===== src/rtl/keypad_scanner_if.sv =====
// rtl/keypad_scanner_if.sv - keypad matrix and key-code output signal bundle
interface keypad_scanner_if;
    logic [3:0] row_in;
    logic [3:0] col_out;
    logic [4:0] in_num;
    logic       intro;

    modport master (
        input  row_in,
        output col_out,
        output in_num,
        output intro
    );

    modport slave (
        output row_in,
        input  col_out,
        input  in_num,
        input  intro
    );
endinterface


===== src/rtl/keypad_scanner.sv =====
// rtl/keypad_scanner.sv - 4x4 keypad column scanner with sweep-level debounce
module keypad_scanner #(
    parameter int SCAN_DIV   = 4,
    parameter int DEBOUNCE_N = 3
) (
    input  logic              clk,
    input  logic              rst,
    keypad_scanner_if.master  kp
);

    localparam int SLOT_W = $clog2(SCAN_DIV);
    localparam int CNT_W  = (DEBOUNCE_N < 2) ? 1 : $clog2(DEBOUNCE_N + 1);
    localparam logic [SLOT_W-1:0] SLOT_LAST = SLOT_W'(SCAN_DIV - 1);
    localparam logic [CNT_W-1:0]  CNT_LAST  = CNT_W'(DEBOUNCE_N - 1);
    localparam logic [4:0] CODE_NONE = 5'b11111;
    localparam logic [4:0] CODE_NOP  = 5'b10110;

    typedef enum logic [1:0] {
        S_IDLE,
        S_DEBOUNCE,
        S_PRESSED,
        S_RELEASE
    } state_t;

    logic [3:0]        sync1_q, sync2_q;
    logic [SLOT_W-1:0] slot_q;
    logic [1:0]        col_q;
    logic [1:0]        acc_hits_q;
    logic [4:0]        acc_code_q;

    state_t            state_q, state_d;
    logic [CNT_W-1:0]  cnt_q, cnt_d;
    logic [4:0]        cand_q, cand_d;
    logic [4:0]        in_num_q, in_num_d;
    logic              intro_q, intro_d;

    logic [3:0] pressed;
    logic [2:0] col_hits;
    logic [2:0] sum_hits;
    logic [1:0] sat_hits;
    logic [1:0] row_sel;
    logic [4:0] code_now;
    logic [4:0] result;
    logic       sample;
    logic       sweep_end;

    function automatic logic [4:0] key_code(input logic [1:0] r, input logic [1:0] c);
        logic [4:0] code;
        case ({r, c})
            4'h0:    code = 5'd1;
            4'h1:    code = 5'd2;
            4'h2:    code = 5'd3;
            4'h3:    code = 5'b10000;
            4'h4:    code = 5'd4;
            4'h5:    code = 5'd5;
            4'h6:    code = 5'd6;
            4'h7:    code = 5'b10001;
            4'h8:    code = 5'd7;
            4'h9:    code = 5'd8;
            4'hA:    code = 5'd9;
            4'hB:    code = 5'b10010;
            4'hC:    code = 5'b10100;
            4'hD:    code = 5'd0;
            4'hE:    code = 5'b10101;
            default: code = 5'b10011;
        endcase
        return code;
    endfunction

    always_ff @(posedge clk or posedge rst) begin
        if (rst) begin
            sync1_q <= 4'b1111;
            sync2_q <= 4'b1111;
        end else begin
            sync1_q <= kp.row_in;
            sync2_q <= sync1_q;
        end
    end

    assign sample    = (slot_q == SLOT_LAST);
    assign sweep_end = sample && (col_q == 2'd3);

    // Hits are counted across the whole sweep so a chord spread over columns is rejected too.
    always_comb begin
        pressed  = ~sync2_q;
        col_hits = 3'(pressed[0]) + 3'(pressed[1]) + 3'(pressed[2]) + 3'(pressed[3]);
        row_sel  = 2'd0;
        for (int i = 3; i >= 0; i--) begin
            if (pressed[i]) row_sel = 2'(i);
        end
        sum_hits = 3'(acc_hits_q) + col_hits;
        sat_hits = (sum_hits >= 3'd2) ? 2'd2 : sum_hits[1:0];
        code_now = (acc_hits_q == 2'd0) ? key_code(row_sel, col_q) : acc_code_q;
        result   = (sat_hits == 2'd1) ? code_now : CODE_NONE;
    end

    always_ff @(posedge clk or posedge rst) begin
        if (rst) begin
            slot_q     <= '0;
            col_q      <= 2'd0;
            acc_hits_q <= 2'd0;
            acc_code_q <= CODE_NONE;
        end else begin
            if (sample) begin
                slot_q <= '0;
                col_q  <= col_q + 2'd1;
                if (sweep_end) begin
                    acc_hits_q <= 2'd0;
                    acc_code_q <= CODE_NONE;
                end else begin
                    acc_hits_q <= sat_hits;
                    acc_code_q <= code_now;
                end
            end else begin
                slot_q <= slot_q + SLOT_W'(1);
            end
        end
    end

    always_ff @(posedge clk or posedge rst) begin
        if (rst) begin
            state_q  <= S_IDLE;
            cnt_q    <= '0;
            cand_q   <= CODE_NONE;
            in_num_q <= CODE_NOP;
            intro_q  <= 1'b0;
        end else begin
            state_q  <= state_d;
            cnt_q    <= cnt_d;
            cand_q   <= cand_d;
            in_num_q <= in_num_d;
            intro_q  <= intro_d;
        end
    end

    always_comb begin
        state_d  = state_q;
        cnt_d    = cnt_q;
        cand_d   = cand_q;
        in_num_d = in_num_q;
        intro_d  = 1'b0;
        if (sweep_end) begin
            case (state_q)
                S_IDLE: begin
                    if (result != CODE_NONE) begin
                        if (DEBOUNCE_N == 1) begin
                            in_num_d = result;
                            intro_d  = 1'b1;
                            cand_d   = CODE_NONE;
                            cnt_d    = '0;
                            state_d  = S_PRESSED;
                        end else begin
                            cand_d  = result;
                            cnt_d   = CNT_W'(1);
                            state_d = S_DEBOUNCE;
                        end
                    end
                end
                S_DEBOUNCE: begin
                    if (result == CODE_NONE) begin
                        cand_d  = CODE_NONE;
                        cnt_d   = '0;
                        state_d = S_IDLE;
                    end else if (result == cand_q) begin
                        if (cnt_q == CNT_LAST) begin
                            in_num_d = cand_q;
                            intro_d  = 1'b1;
                            cand_d   = CODE_NONE;
                            cnt_d    = '0;
                            state_d  = S_PRESSED;
                        end else begin
                            cnt_d = cnt_q + CNT_W'(1);
                        end
                    end else begin
                        cand_d = result;
                        cnt_d  = CNT_W'(1);
                    end
                end
                S_PRESSED: begin
                    if (result == CODE_NONE) begin
                        if (DEBOUNCE_N == 1) begin
                            cnt_d   = '0;
                            state_d = S_IDLE;
                        end else begin
                            cnt_d   = CNT_W'(1);
                            state_d = S_RELEASE;
                        end
                    end
                end
                default: begin
                    // A key seen mid-release means the previous press never really ended.
                    if (result != CODE_NONE) begin
                        cnt_d   = '0;
                        state_d = S_PRESSED;
                    end else if (cnt_q == CNT_LAST) begin
                        cnt_d   = '0;
                        state_d = S_IDLE;
                    end else begin
                        cnt_d = cnt_q + CNT_W'(1);
                    end
                end
            endcase
        end
    end

    assign kp.col_out = ~(4'b0001 << col_q);
    assign kp.in_num  = in_num_q;
    assign kp.intro   = intro_q;

endmodule


===== src/flat_wrapper.sv =====
// flat-port wrapper written by rule: the top's interface ports become plain ports
module keypad_scanner_flat 
#(
    parameter int SCAN_DIV   = 4,
    parameter int DEBOUNCE_N = 3
)
  (clk, rst, kp_row_in, kp_col_out, kp_in_num, kp_intro);
  keypad_scanner_if kp_i ();
  input  logic clk;
  input  logic rst;
  input wire logic [$bits(kp_i.row_in)-1:0] kp_row_in;
  output wire logic [$bits(kp_i.col_out)-1:0] kp_col_out;
  output wire logic [$bits(kp_i.in_num)-1:0] kp_in_num;
  output wire logic [$bits(kp_i.intro)-1:0] kp_intro;
  assign kp_i.row_in = kp_row_in;
  assign kp_col_out = kp_i.col_out;
  assign kp_in_num = kp_i.in_num;
  assign kp_intro = kp_i.intro;
  keypad_scanner #(.SCAN_DIV(SCAN_DIV), .DEBOUNCE_N(DEBOUNCE_N)) u_core (.clk(clk), .rst(rst), .kp(kp_i));
endmodule

===== config.mk =====
export PLATFORM = sky130hd
export DESIGN_NAME = keypad_scanner_flat
export DESIGN_NICKNAME = d
export VERILOG_FILES = /design/src/rtl/keypad_scanner_if.sv /design/src/rtl/keypad_scanner.sv /design/src/flat_wrapper.sv
export SDC_FILE = /design/constraint.sdc
export NUM_CORES = 1
export LEC_CHECK = 0
export CORE_UTILIZATION = 45
export DETAILED_ROUTE_END_ITERATION = 8
export GPL_ROUTABILITY_DRIVEN = 0
export MAX_ROUTING_LAYER = met4
export PLACE_DENSITY_LB_ADDON = 0.15
export SLEW_MARGIN = 20
export SYNTH_ARGS = -nofsm -noshare
export SYNTH_HDL_FRONTEND = slang
export SYNTH_SLANG_ARGS = --single-unit

===== constraint.sdc =====
create_clock -name clk -period 5.45 [get_ports clk]
set_input_delay 1.09 -clock clk [delete_from_list [all_inputs] [get_ports clk]]
set_output_delay 1.09 -clock clk [all_outputs]
set_load 0.02 [all_outputs]

* Word-level counts from Yosys, hierarchy flattened *
Memories as Yosys holds them, arrays and structs flattened.
Index checks and enable logic that the tools add are counted.

word-level totals
  bits in registers = 34
  bits in latches = 0
  memory bits (writable) = 0
  ROM bits = 80
  bits of input ports = 6
  output and inout bits = 10
  logic and storage cells = 81
  memories = 1

memories
  memory           words  bits a word  read ports  clocked after memory_dff  write ports  RTL line              text
  (no name shown)  16     5            1           0                         0            keypad_scanner.sv:49  case ({r, c})

operators by class
  add/subtract/negate cells = 7
  $mul = 0
  divide/modulo/power cells = 0
  $lt $le $gt $ge = 1
  eq/ne operators = 14
  shift operators = 1
  mux-type cells = 34
  bitwise gates (word level) = 3
  reductions and logical operators = 9

operators by type and width
  kind                   number
  $mux W2                19
  $mux W5                7
  $pmux W2 S3            2
  $pmux W5 S2            1
  $eq A2 B2 Y1 const B   4
  $not A4 Y4             2
  $add A2 B1 Y2 const B  3
  $add A3 B1 Y3          2
  $ne A3 B1 Y1 const B   2
  $reduce_and A6 Y1      1
  $eq A5 B5 Y1           1
  $eq A5 B5 Y1 const B   1
  $mux W1                5
  $ne A5 B5 Y1 const B   1
  $reduce_and A5 Y1      1
  $eq A2 B1 Y1 const B   2
  $logic_not A2 Y1       2
  $ne A2 B1 Y1 const B   2
  $ne A4 B3 Y1 const B   1
  $reduce_and A4 Y1      1
  $reduce_bool A4 Y1     1
  $shl A1 B2 Y4 const A  1
  $add A2 B3 Y3          1
  $ge A3 B2 Y1 const B   1
  other kinds (5)        5

* Depth between registers and ports, before layout *
  depth in word-level cells = 14
  mapped depth = 16
  mapped depth without buffers = 14

* Least setup slack after synthesis *
Ideal clock, no wire load.

  kind = register -> register
  start = reg u_core.sync2_q[0]
  end = reg u_core.cand_q[1]
  setup time = 0.082 ns
  arrival = 4.004 ns
  data required time = 5.368 ns
  path slack = 1.364 ns
  cell stages (with the launch flop) = 16
  path buffers = 1
  clock period less this slack = 4.086 ns
  cell sequence = dfstp_2 -> buf_2 -> inv_1 -> ha_1 -> fa_1 -> ha_1 -> inv_1 -> fa_1 -> xor2_1 -> nand3_1 -> a311o_1 -> xnor2_1 -> nor3_4 -> and2_4 -> a211o_4 -> mux2_4

on the way
  longest elaborated chain between the ends = 13
  elaborated cells on any way between the ends = 22
  classes of those cells = add/sub (4); order compare (1); eq/ne (6); mux (8); bitwise (1); reduce/logical (1); memory (1)

RTL lines
  item                         RTL line               text
  start: declaration           keypad_scanner.sv:25   logic [3:0] sync1_q, sync2_q;
  start signal: assignment     keypad_scanner.sv:76   sync2_q <= sync1_q;
  $not A4 Y4 *                 keypad_scanner.sv:85   pressed = ~sync2_q;
  $add A1 B1 Y2                keypad_scanner.sv:86   col_hits = 3'(pressed[0]) + 3'(pressed[1]) + 3'(pressed[2]) + 3'(pressed[3]);
  $add A3 B1 Y3 (2 in series)  keypad_scanner.sv:86
  $add A2 B3 Y3                keypad_scanner.sv:91   sum_hits = 3'(acc_hits_q) + col_hits;
  $ge A3 B2 Y1                 keypad_scanner.sv:92   sat_hits = (sum_hits >= 3'd2) ? 2'd2 : sum_hits[1:0];
  $mux W2                      keypad_scanner.sv:92
  $eq A2 B1 Y1                 keypad_scanner.sv:94   result = (sat_hits == 2'd1) ? code_now : CODE_NONE;
  $mux W5 *                    keypad_scanner.sv:94
  $eq A5 B5 Y1                 keypad_scanner.sv:164  end else if (result == cand_q) begin
  $mux W5                      keypad_scanner.sv:164
  $mux W5                      keypad_scanner.sv:160  if (result == CODE_NONE) begin
  $pmux W5 S2                  keypad_scanner.sv:143  case (state_q)
  end signal: assignment       keypad_scanner.sv:130  cand_q <= cand_d;
  end: declaration             keypad_scanner.sv:33   logic [4:0] cand_q, cand_d;

Mark *: on every way between the ends. The rest lies on a longest branch, timed or not. The select of a mux whose other input is x is not followed.
A chain may end at the register's enable or synchronous reset.

* Worst setup path in the final report *
Ends and elaborated chain as after synthesis.

==> results by stage <==
Power:
- The total power consumption of the routed design is 0.839 mW.
- The leakage power total is 1.08 nW.
- Across the VDD grid, the largest voltage drop is 192 uV.
- For this design the ratio of total power to cell area is 341 nW/um2.

Logic synthesis:
- The number of storage elements in the synthesis netlist is 34.
- The async set-reset flop share out of synthesis is 1.00.
- The largest total area in the synthesized netlist belongs to dfstp_2.
- Of the synthesized area, sequential elements account for 0.408.
- The most used flip-flop cell after synthesis is dfstp_2.
- The cell count after synthesis came out at 209.
- By area the synthesized netlist is led by dfstp_2, dfrtp_1, ha_1.
- The yosys synthesis warning count is 0.
- Dividing the synthesized area by the synthesized cell count gives 10.3 um2.
- The number of synthesized flops with an enable pin is 0.
- The number of nets handed over by synthesis was 229.
- The count of different cell masters after synthesis is 63.
- After synthesis, the most frequently instantiated cells are dfstp_2, nor2_1, inv_1.
- Summing every instance area after synthesis gives 2150 um2.
- The share of synthesized area in the top cell type comes to 0.257.

Finish:
- The layout has 394 filler cells.
- The synthesis-to-finish area growth is 14.5%.
- The share of layout cells above drive strength 1 is 0.209.
- In the final design database the tool counted 244 nets.
- 0 antenna diodes ended up in the layout.

Global route:
- The first global-routing pass estimated 7490 um of wire.
- The number of antenna violations at the first check in global routing is 0.
- The overall track demand over capacity in global routing is 0.196.
- The largest net degree at the start of global routing is 35.
- The via count of the first global-routing pass was 1621.
- Summed over all layers, the global routing overflow is 0.

Clock network:
- Clock tree synthesis selected as its root buffer the cell clkbuf_8.
- The clock-pin slew on the worst setup and hold paths is 0.08 ns.
- The total number of H-tree levels is 2.
- TritonCTS built the clock tree.
- The maximum root-to-sink buffer count is 2.
- At the later pin of the worst-skew pair, clock insertion delay measures 0.29 ns.
- After clock tree synthesis, the setup repair step added 0 buffers.
- The post-cts hold buffer count is 0.
- For this design, the sink count on the clock tree is 34.
- The count of instances resized after the clock tree is built is 0.
- TritonCTS created 5 clock buffers.

Critical path:
- The endpoint of the lowest-slack register-to-register path is u_core.cand_q[1].
- In this run the worst setup path begins at u_core.sync2_q[0].
- STA classifies the critical path endpoint as a register.
- The type of the setup path with the least slack is reg2reg.
- The worst setup slack for register-to-register paths is 0.98 ns.
- The capturing element of the worst setup path is u_core.cand_q[1].
- Data on the critical path is required at its endpoint by 5.67 ns.
- The start of the worst register-to-register path is u_core.sync2_q[0].
- In this run the worst path has a maximum fanout of 12.
- The sort of element at the start of the critical path is a register.
- The number of cells on the worst reg-to-reg path is 14.
- The arrival time reported for the critical path endpoint is 4.69 ns.

Route:
- Dividing the detail-routed via count by the number of cells gives 5.78.
- After detailed routing, the number of remaining DRC violations is 0.
- Before antenna repair, the detailed router went through 4 iterations.
- Once detail routing completed, the nets flagged for antenna violations numbered 0.
- The final routed wire length divided by cell count is 15.7 um.
- The DRC violation total after the first TritonRoute iteration is 142.
- The total detailed-routing wirelength is 4340 um.
- For this block, the via count after detailed routing is 1600.

STA:
- The count of endpoints failing hold in the final timing report is 0.
- The time the worst path needs with I/O delays and setup is 4.47 ns.
- The final worst-path cycle share is 0.820.
- Static timing analysis puts the maximum clock frequency at 0.224 GHz.
- Setup repair after global routing left no endpoint under its margin.
- The setup total negative slack is 0 ns.
- The worst slew margin relative to its limit is 0.461.
- Final hold analysis gives a worst-case slack of 0.357 ns.
- The worst clock skew is 0.00911 ns.
- At the pin with the least slew margin, the transition time is 0.806 ns.
- The number of endpoints failing setup at the final stage is 0.
- The final-report max-slew violation count is 0.

Outcome:
- The flow ran to the end, and the final reports show no timing, DRC or antenna violations.

Worst hold path:
- The class of the tightest hold or removal check is reg2reg.
- The startpoint identified for the worst hold timing path is u_core.sync1_q[1].

Floorplan:
- The initialized floorplan defines 24 standard-cell rows.
- The area of the core is 4470 um2.
- The starting density of the core is 0.480.
- The height of the die is 71.1 um.
- The die covers 5050 um2.
- The chip width is 71.1 um.
- The I/O pin count is 16.

Placed design:
- The count of input and output buffers is 15.
- The HPWL after detailed placement is 3250 um.

Run:
- Max-cap violations in this run came to 0.
==> cells in the final DEF (no fill, tap or decap), types with 4 or more instances in the layout <==
cell / n
mux2_4: 4
clkdlybuf4s50_1: 15
a21oi_1: 9
dfstp_2: 21
o21ai_0: 9
a31oi_1: 4
nor2_1: 21
nand2_1: 11
and2_1: 4
dfrtp_1: 13
mux2i_1: 4
mux2_1: 5
ha_1: 12
clkbuf_8: 5
inv_1: 18
==> logic make-up (layout without fill, tap and decap cells) <==
logic type                 after synthesis  in the layout  synth area share
AOI/OAI and AO/OA                       49             49             0.167
xor gates and xnor gates                 5              5            0.0204
adders and majority gates               14             14            0.0885
buffers and inverters                   27             43            0.0559
DFF                                     34             34             0.408
muxes                                   15             15            0.0833
and+or+nand+nor                         65             65             0.177
==> layout make-up <==
cell class / instances / area (um2) / area share
well taps: 52 / 65.1 / 0.0264
inverters: 19 / 71.3 / 0.0290
multi-input cells: 148 / 1150 / 0.468
clock inverters: 3 / 68.8 / 0.0280
repair buffers: 16 / 158 / 0.0641
clock buffers: 5 / 68.8 / 0.0280
flip-flops and latches: 34 / 877 / 0.357
==> report_power, final <==
group	internal (mW)	switching [mW]
clock	0.183	0.0953
sequential	0.293	0.0349
combinational	0.0973	0.135
total	0.573	0.265
==> worst max-delay path, stage by stage, from the launching register on <==
cell,delay [ns]
dfstp_2,0.63
inv_1,0.08
ha_1,0.31
fa_1,0.49
ha_1,0.15
inv_1,0.05
fa_1,0.37
xor2_1,0.25
nand3_1,0.31
a311oi_2,0.39
nor2_1,0.09
and3b_1,0.32
a211o_1,0.35
a211o_4,0.31
mux2_4,0.30
==> how the worst min path moves through the flow <==
stage / to / depth (start not counted)
2_1_floorplan: u_core.sync2_q[0] / 0
3_3_place_gp: u_core.sync2_q[1] / 0
3_5_place_dp: u_core.sync2_q[0] / 0
4_1_cts: u_core.sync2_q[1] / 0
5_1_grt: u_core.sync2_q[0] / 0
6_report: u_core.sync2_q[1] / 0
==> metal layers <==
metal	up-vias	part of all wire	GRT usage
met2	41	0.48	0.317
met3	11	0.029	0.0342
met5	-	0	-
met4	0	0.016	0.0689
li1	773	-	-
met1	775	0.47	0.248
==> stage by stage <==
step,setup WS (ns),util,instance area [um2],instances
2_1_floorplan,1.36,-,2150,209
3_3_place_gp,1.19,0.519,2320,269
3_5_place_dp,1.03,0.519,2320,269
4_1_cts,1.01,0.550,2460,277
5_1_grt,0.663,0.550,2460,277
6_report,0.980,0.550,2460,277
==> state kept, by name, indices dropped and copies added, names as in the netlist, named ones only <==
name               cells
u_core.cand_q          5
u_core.acc_hits_q      2
u_core.sync2_q         4
u_core.sync1_q         4
u_core.slot_q          2
u_core.kp.in_num       5
u_core.cnt_q           2
u_core.acc_code_q      5
u_core.state_q         1
u_core.col_q           2
u_core.kp.intro        1
Power figures use the tool's default switching activity.
